File: src/rtl/sccb_init_sequencer_pkg.sv
// Shared definitions for the SCCB camera init sequencer and its register table.
package sccb_init_sequencer_pkg;

  typedef enum logic [3:0] {
    ST_IDLE   = 4'd0,
    ST_PWRUP  = 4'd1,
    ST_SETTLE = 4'd2,
    ST_FETCH  = 4'd3,
    ST_DECODE = 4'd4,
    ST_ISSUE  = 4'd5,
    ST_WAIT   = 4'd6,
    ST_DELAY  = 4'd7,
    ST_DONE   = 4'd8,
    ST_FAULT  = 4'd9
  } state_t;

  localparam logic [15:0] END_MARK       = 16'hFFFF;
  localparam logic [15:0] DELAY_MARK     = 16'hFFF0;
  localparam logic [7:0]  DEFAULT_CAM_ID = 8'h42;

  function automatic int max4(input int a, input int b, input int c, input int d);
    int m;
    m = a;
    if (b > m) m = b;
    if (c > m) m = c;
    if (d > m) m = d;
    return m;
  endfunction

endpackage

File: src/rtl/sccb_init_sequencer.sv
// Camera power-up and register-table walker driving an SCCB transaction core.
// Handshake: sccb_start is a one-cycle request; sccb_done is a one-cycle completion honoured only in WAIT.
module sccb_init_sequencer
  import sccb_init_sequencer_pkg::*;
#(
  parameter logic [7:0] CAM_ID         = DEFAULT_CAM_ID,
  parameter int         ROM_AW         = 8,
  parameter int         RST_CYCLES     = 10000,
  parameter int         SETTLE_CYCLES  = 100000,
  parameter int         DELAY_CYCLES   = 100000,
  parameter int         TIMEOUT_CYCLES = 50000
) (
  input  logic              PCLK,
  input  logic              PRESETN,
  input  logic              init_go,
  output logic              busy,
  output logic              init_done,
  output logic              init_err,
  output logic              cam_pwdn,
  output logic              cam_rstn,
  output logic [ROM_AW-1:0] rom_addr,
  input  logic [15:0]       rom_data,
  output logic              sccb_start,
  output logic [7:0]        sccb_id_addr,
  output logic [7:0]        sccb_sub_addr,
  output logic [7:0]        sccb_data,
  input  logic              sccb_done,
  output logic [3:0]        dbg_state
);

  localparam int CNT_MAX = max4(RST_CYCLES, SETTLE_CYCLES, DELAY_CYCLES, TIMEOUT_CYCLES);
  localparam int CNT_W   = $clog2(CNT_MAX + 1);

  localparam logic [CNT_W-1:0]  RST_LAST    = CNT_W'(RST_CYCLES - 1);
  localparam logic [CNT_W-1:0]  SETTLE_LAST = CNT_W'(SETTLE_CYCLES - 1);
  localparam logic [CNT_W-1:0]  DELAY_LAST  = CNT_W'(DELAY_CYCLES - 1);
  localparam logic [CNT_W-1:0]  TO_LAST     = CNT_W'(TIMEOUT_CYCLES - 1);
  localparam logic [ROM_AW-1:0] ADDR_LAST   = '1;

  state_t            state_q, state_d;
  logic [CNT_W-1:0]  cnt_q, cnt_d;
  logic [ROM_AW-1:0] rom_addr_q, rom_addr_d;
  logic              init_done_q, init_done_d;
  logic              init_err_q, init_err_d;
  logic [7:0]        id_q, id_d;
  logic [7:0]        sub_q, sub_d;
  logic [7:0]        data_q, data_d;
  logic              cam_pwdn_q, cam_pwdn_d;
  logic              cam_rstn_q, cam_rstn_d;
  logic              advance;
  logic              timed;

  always_comb begin
    state_d     = state_q;
    rom_addr_d  = rom_addr_q;
    init_done_d = init_done_q;
    init_err_d  = init_err_q;
    id_d        = id_q;
    sub_d       = sub_q;
    data_d      = data_q;
    cam_pwdn_d  = cam_pwdn_q;
    cam_rstn_d  = cam_rstn_q;
    advance     = 1'b0;

    case (state_q)
      ST_IDLE, ST_DONE, ST_FAULT: begin
        if (init_go) begin
          state_d     = ST_PWRUP;
          init_done_d = 1'b0;
          init_err_d  = 1'b0;
          rom_addr_d  = '0;
          cam_pwdn_d  = 1'b0;
          cam_rstn_d  = 1'b0;
        end
      end
      ST_PWRUP: begin
        if (cnt_q == RST_LAST) begin
          state_d    = ST_SETTLE;
          cam_rstn_d = 1'b1;
        end
      end
      ST_SETTLE: begin
        if (cnt_q == SETTLE_LAST) state_d = ST_FETCH;
      end
      ST_FETCH: state_d = ST_DECODE;
      ST_DECODE: begin
        if (rom_data == END_MARK) begin
          state_d     = ST_DONE;
          init_done_d = 1'b1;
        end else if (rom_data == DELAY_MARK) begin
          state_d = ST_DELAY;
        end else begin
          sub_d   = rom_data[15:8];
          data_d  = rom_data[7:0];
          id_d    = {CAM_ID[7:1], 1'b0};
          state_d = ST_ISSUE;
        end
      end
      ST_ISSUE: state_d = ST_WAIT;
      ST_WAIT: begin
        // Done in the final counted cycle still wins over the timeout.
        if (sccb_done) begin
          advance = 1'b1;
        end else if (cnt_q == TO_LAST) begin
          state_d    = ST_FAULT;
          init_err_d = 1'b1;
        end
      end
      ST_DELAY: begin
        if (cnt_q == DELAY_LAST) advance = 1'b1;
      end
      default: state_d = ST_IDLE;
    endcase

    // The last table slot terminates the walk instead of wrapping to entry 0.
    if (advance) begin
      if (rom_addr_q == ADDR_LAST) begin
        state_d     = ST_DONE;
        init_done_d = 1'b1;
      end else begin
        rom_addr_d = rom_addr_q + ROM_AW'(1);
        state_d    = ST_FETCH;
      end
    end
  end

  assign timed = state_q inside {ST_PWRUP, ST_SETTLE, ST_WAIT, ST_DELAY};

  always_comb begin
    cnt_d = '0;
    if (timed && (state_d == state_q)) cnt_d = cnt_q + CNT_W'(1);
  end

  always_ff @(posedge PCLK or negedge PRESETN) begin
    if (!PRESETN) begin
      state_q     <= ST_IDLE;
      cnt_q       <= '0;
      rom_addr_q  <= '0;
      init_done_q <= 1'b0;
      init_err_q  <= 1'b0;
      id_q        <= 8'h00;
      sub_q       <= 8'h00;
      data_q      <= 8'h00;
      cam_pwdn_q  <= 1'b1;
      cam_rstn_q  <= 1'b0;
    end else begin
      state_q     <= state_d;
      cnt_q       <= cnt_d;
      rom_addr_q  <= rom_addr_d;
      init_done_q <= init_done_d;
      init_err_q  <= init_err_d;
      id_q        <= id_d;
      sub_q       <= sub_d;
      data_q      <= data_d;
      cam_pwdn_q  <= cam_pwdn_d;
      cam_rstn_q  <= cam_rstn_d;
    end
  end

  assign busy          = !(state_q inside {ST_IDLE, ST_DONE, ST_FAULT});
  assign init_done     = init_done_q;
  assign init_err      = init_err_q;
  assign cam_pwdn      = cam_pwdn_q;
  assign cam_rstn      = cam_rstn_q;
  assign rom_addr      = rom_addr_q;
  assign sccb_start    = (state_q == ST_ISSUE);
  assign sccb_id_addr  = id_q;
  assign sccb_sub_addr = sub_q;
  assign sccb_data     = data_q;
  assign dbg_state     = state_q;

endmodule
File: config.mk
export PLATFORM = sky130hd
export DESIGN_NAME = sccb_init_sequencer
export DESIGN_NICKNAME = d
export VERILOG_FILES = /design/src/rtl/sccb_init_sequencer_pkg.sv /design/src/rtl/sccb_init_sequencer.sv
export SDC_FILE = /design/constraint.sdc
export NUM_CORES = 1
export LEC_CHECK = 0
export ABC_AREA = 1
export CORE_UTILIZATION = 30
export DETAILED_ROUTE_END_ITERATION = 10
export GPL_ROUTABILITY_DRIVEN = 0
export RECOVER_POWER = 25
export SLEW_MARGIN = 5
export SYNTH_ARGS = -nofsm -noshare
export SYNTH_HDL_FRONTEND = slang
export SYNTH_SLANG_ARGS = --single-unit
File: constraint.sdc
create_clock -name PCLK -period 1.7 [get_ports PCLK]
set_input_delay 0.34 -clock PCLK [delete_from_list [all_inputs] [get_ports PCLK]]
set_output_delay 0.34 -clock PCLK [all_outputs]
set_load 0.02 [all_outputs]
# Word level (Yosys, flattened, before mapping)
# Cells that the tools add are included.
# totals
register_bits	50
out_inout_bits	42
# classes
addsub	2
n_eq_ne	20
n_mux	29
bitwise	2
reduce_logical	12
# op_table
op	count
16-bit equality test, second input constant	2
4-bit two-way mux	8
8-bit two-way mux	4
4-bit case mux with 8 select lines	1
17-bit by 1-bit adder with 17-bit output, second input constant	1
17-bit by 14-bit equality test with 1-bit output, second input constant	1
17-bit by 16-bit equality test with 1-bit output, second input constant	1
17-bit equality test, second input constant	1
17-bit two-way mux	1
4-bit by 3-bit equality test with 1-bit output, second input constant	4
1-bit two-way mux	10
8-bit by 1-bit adder with 8-bit output, second input constant	1
4-bit by 2-bit equality test with 1-bit output, second input constant	2
4-bit equality test, second input constant	2
8-bit equality test, second input constant	1
2-bit inequality test, second input constant	4
1-bit case mux with 2 select lines	4
3-bit AND reduction	2
4-bit by 1-bit equality test with 1-bit output, second input constant	1
4-bit equality test	1
4-bit logical NOT	1
4-bit AND reduction	1
2-bit nonzero test	2
4-bit nonzero test	1
other kinds (7)	8

# Depth between registers and ports, before layout
# depth
ltp_word	8
depth_mapped	15
depth_no_buf	14

# Worst setup path after synthesis
# OpenSTA, ideal clock, no wires.
# synth_timing
kind	register -> register
start	reg cnt_q[0]
end	reg cnt_q[12]
setup_time_ps	124
arrival_ps	1704
required_ps	1576
slack_ps	-128
stages_incl_launch_ff	16
path_cell_list	dfrtp_1 > ha_1 > nand2_1 > nor2_2 > nand2_1 > nor2_2 > nand3_1 > nand2_2 > inv_2 > nand2_1 > nand2_1 > nand2_1 > nor2_2 > nand2_4 > buf_12 > nor2_4
# synth_via
elab_chain_cells	8
# synth_lines
element	line_no	source
start, declared	sccb_init_sequencer.sv:41	logic [CNT_W-1:0] cnt_q, cnt_d;
start signal, assigned	sccb_init_sequencer.sv:148	cnt_q <= cnt_d;
17-bit by 16-bit equality test with 1-bit output	sccb_init_sequencer.sv:104	end else if (cnt_q == TO_LAST) begin
4-bit two-way mux	sccb_init_sequencer.sv:104	
4-bit two-way mux	sccb_init_sequencer.sv:102	if (sccb_done) begin
4-bit case mux with 8 select lines	sccb_init_sequencer.sv:65	case (state_q)
4-bit two-way mux	sccb_init_sequencer.sv:116	if (advance) begin
4-bit equality test	sccb_init_sequencer.sv:131	if (timed && (state_d == state_q)) cnt_d = cnt_q + CNT_W'(1);
1-bit logical AND	sccb_init_sequencer.sv:131	
17-bit two-way mux (*)	sccb_init_sequencer.sv:131	
named net cnt_d[12]	sccb_init_sequencer.sv:41	
# The timed path passes the listed nets; every way through them passes the cells marked *.
# A chain may end at the register's enable or synchronous reset.

# Final worst setup path
# layout_timing
start	reg cnt_q[1]
end	reg cnt_q[14]
# The elaborated chain is that of the path after synthesis.

==> flow_summary.ini <==
[worst_setup_path]
reg2reg_from = cnt_q[1]
cpMaxStageDelayCell = dfrtp_1
critPathMaxFanout = 5
end_kind = register
cp.required_ps = 1890
cp.arrival_ps = 2100
cp-start-kind = register
critPathMostFrequentCell = nand2_1
slowest_delay_ps = 360
setup.worst_path.class = reg -> reg
crit_chain = ha_2 > buf_4 > nand3_4 > nor3_4 > nand3_2 > nand2_2 > nand2_1 > nand2_2 > nand2_1 > nand2_1 > nor2_2 > nand2_4 > buf_12 > nor2_4
crit_start = cnt_q[1]

[die]
die_x_um = 98.7
start_util_pct = 31.6
core_area_mm2 = 0.00889
row_count = 34
chipHeight_um = 98.7
ioPinCount = 62
dieArea_mm2 = 0.00975

[routing]
m1WireLength_mm = 3.37
top_layer_used = met4
firstDrtPassIters = 4
met3_wirelength_um = 251
drc_errors = 0
vias = 2778
vias_per_cell = 4.56
drt-initial-drc-count = 86
routed_wirelength_mm = 7.90
wl_per_cell_um = 13.0
antenna_left = 0
met2WireLength_mm = 4.15

[placed_design]
post_dp_cell_area_mm2 = 0.00412
place_hpwl_mm = 5.60
dp_slack_ps = -575
portBuffers = 55

[power]
p_leak_nw = 2.21
ir_drop_v = 0.000638
power_density_mw_per_mm2 = 1300

[min_path]
holdCritPathClass = in -> reg
hp-start = rom_data[10]

[global_route]
grt_pass1_vias = 2976
grt_first_pass_wirelength_mm = 13.3
grt-ovfl-total = 0
gr-usage-all-layers_pct = 17.0
antenna_found_initial = 0
grt_max_degree = 28

[timing]
setup_slack_ps = -207
drv_slew = 0
finalCritPeriodShare_pct = 112
fmax_mhz = 524
period_needed_ps = 1910
fin_skew_ps = 11.0
worst_pin_slew_ps = 1320
slew_headroom_pct = 12.0
whs_ps = 289
finalHoldViolCount = 0
rsz0062_at_grt = yes
setup_violations = 22

[clock_network]
cts_inserted_buffers = 5
clk_pin_slew_ps = 90
cts_sinks = 50
clk_path_buf_depth = 2
clk_latency_ps = 310
cts_root_buf = clkbuf_8
tritoncts = done
hold_buffers = 0
cts_max_level = 2

[yosys]
synth_common_cells = nand2_1, dfrtp_1, nor2_1, inv_1, nand3_1
synthArstFlopShare_pct = 100
yosysSeqAreaShare_pct = 44.6
yosys_warnings = 0
yosys.area.top_type = dfrtp_1
synthCells = 333
synth_cell_type_count = 37
synthFlopType = dfrtp_1
synth_area_mm2 = 0.00281
synth_edf_count = 0
synth.area.top_cells = dfrtp_1, nand2_1, mux2_2, nor2_1, nand3_1
netlist.area_leader.share_pct = 43.7
avgSynthCellArea_um2 = 8.43
yosysMostFrequentCell = nand2_1
ys_seq_elements = 50

[final_layout]
nFillCells = 810
diodes = 0
drive_gt1_share_pct = 45.7
syn2layout_area_growth_pct = 68.6
final_area_mm2 = 0.00473
regArea_mm2 = 0.00126
fin_nets = 522
multi_input_area_mm2 = 0.00163

[job]
cap_violations = 0

[status]
status = finished with violations
violations = setup timing
-- layout by cell type (no fill, tap or decap), drive strengths merged, types with 10 or more instances in the layout --
cell type      netlist  layout
buf                 10     111
clkbuf               0      10
clkdlybuf4s50        0      23
dfrtp               49      49
dlygate4sd2          0      22
inv                 45      45
mux2                16      16
nand2               68      68
nand3               28      28
nor2                61      61
-- repair_timing --
action / CTS / global route
gates cloned: 2 / 0
pin swaps: 29 / 16
setup buffers: 18 / 9
gates resized for setup: 94 / 44
setup endpoints to repair: 55 / 48
-- flip-flops by register name, summed over array words and instances, names as in the netlist, 4 cells and up --
signal / cells
sccb_sub_addr: 8
sccb_data: 8
dbg_state: 4
cnt_q: 17
rom_addr: 8
-- where the power goes --
group	switching (mW)	internal [mW]
logic	1.85	1.88
clock network	0.405	0.328
registers	0.187	1.49
-- final cells by class --
cell class / count / share of cell area [%]
Clock buffer: 6 / 1.74
Clock inverter: 2 / 0.264
Inverter: 45 / 3.67
Multi-Input combinational cell: 233 / 34.4
Sequential cell: 50 / 26.5
Tap cell: 108 / 2.85
Timing Repair Buffer: 165 / 30.5
-- layer usage --
layer | GRT usage (%) | vias to the layer above
li1 | - | 1391
met3 | 2.91 | 15
met4 | 6.31 | 0
met5 | 0 | -
met1 | 20.2 | 1316
met2 | 30.6 | 56
-- cell families (layout without fill, tap and decap cells) --
logic type / Yosys count / count (layout) / synth area share [%]
buffers and inverters: 55 / 218 / 9.18
and+or+nand+nor: 178 / 178 / 31.1
xor gates and xnor gates: 11 / 11 / 3.43
adders and majority gates: 2 / 2 / 0.891
other: 1 / 6 / 0.134
muxes: 16 / 16 / 6.42
DFF: 50 / 50 / 44.6
AOI/OAI and AO/OA: 20 / 20 / 4.28
-- worst max-delay path: cells and delay by family, from the launching register on --
| family | cells | cell delay, ps |
|---|---|---|
| adders and majority gates | 1 | 200 |
| DFF | 1 | 360 |
| buffers and inverters | 2 | 280 |
| and+or+nand+nor | 11 | 950 |
-- final timing paths --
kind	slack, ps	cells past startpoint	to
worst max-delay path	-210	14	cnt_q[14]
worst min-delay path	290	2	sccb_sub_addr[2]
worst max register to register	-210	14	cnt_q[14]
worst min register to register	450	2	cam_pwdn
max in group asynchronous	210	2	dbg_state[2]
min in group asynchronous	300	1	dbg_state[1]
-- per-stage QoR --
stage	total power, mW	std cells	utilization, %	setup TNS [ps]
after global placement	4.85	575	46.4	-16420
after CTS	5.96	603	51.5	-4040
after detailed placement	4.90	575	46.4	-18090
final	6.14	609	53.2	-3880
after floorplan	3.35	338	-	-1440
after global routing	6.53	609	53.2	-9840
(Power assumes the default switching activity.)
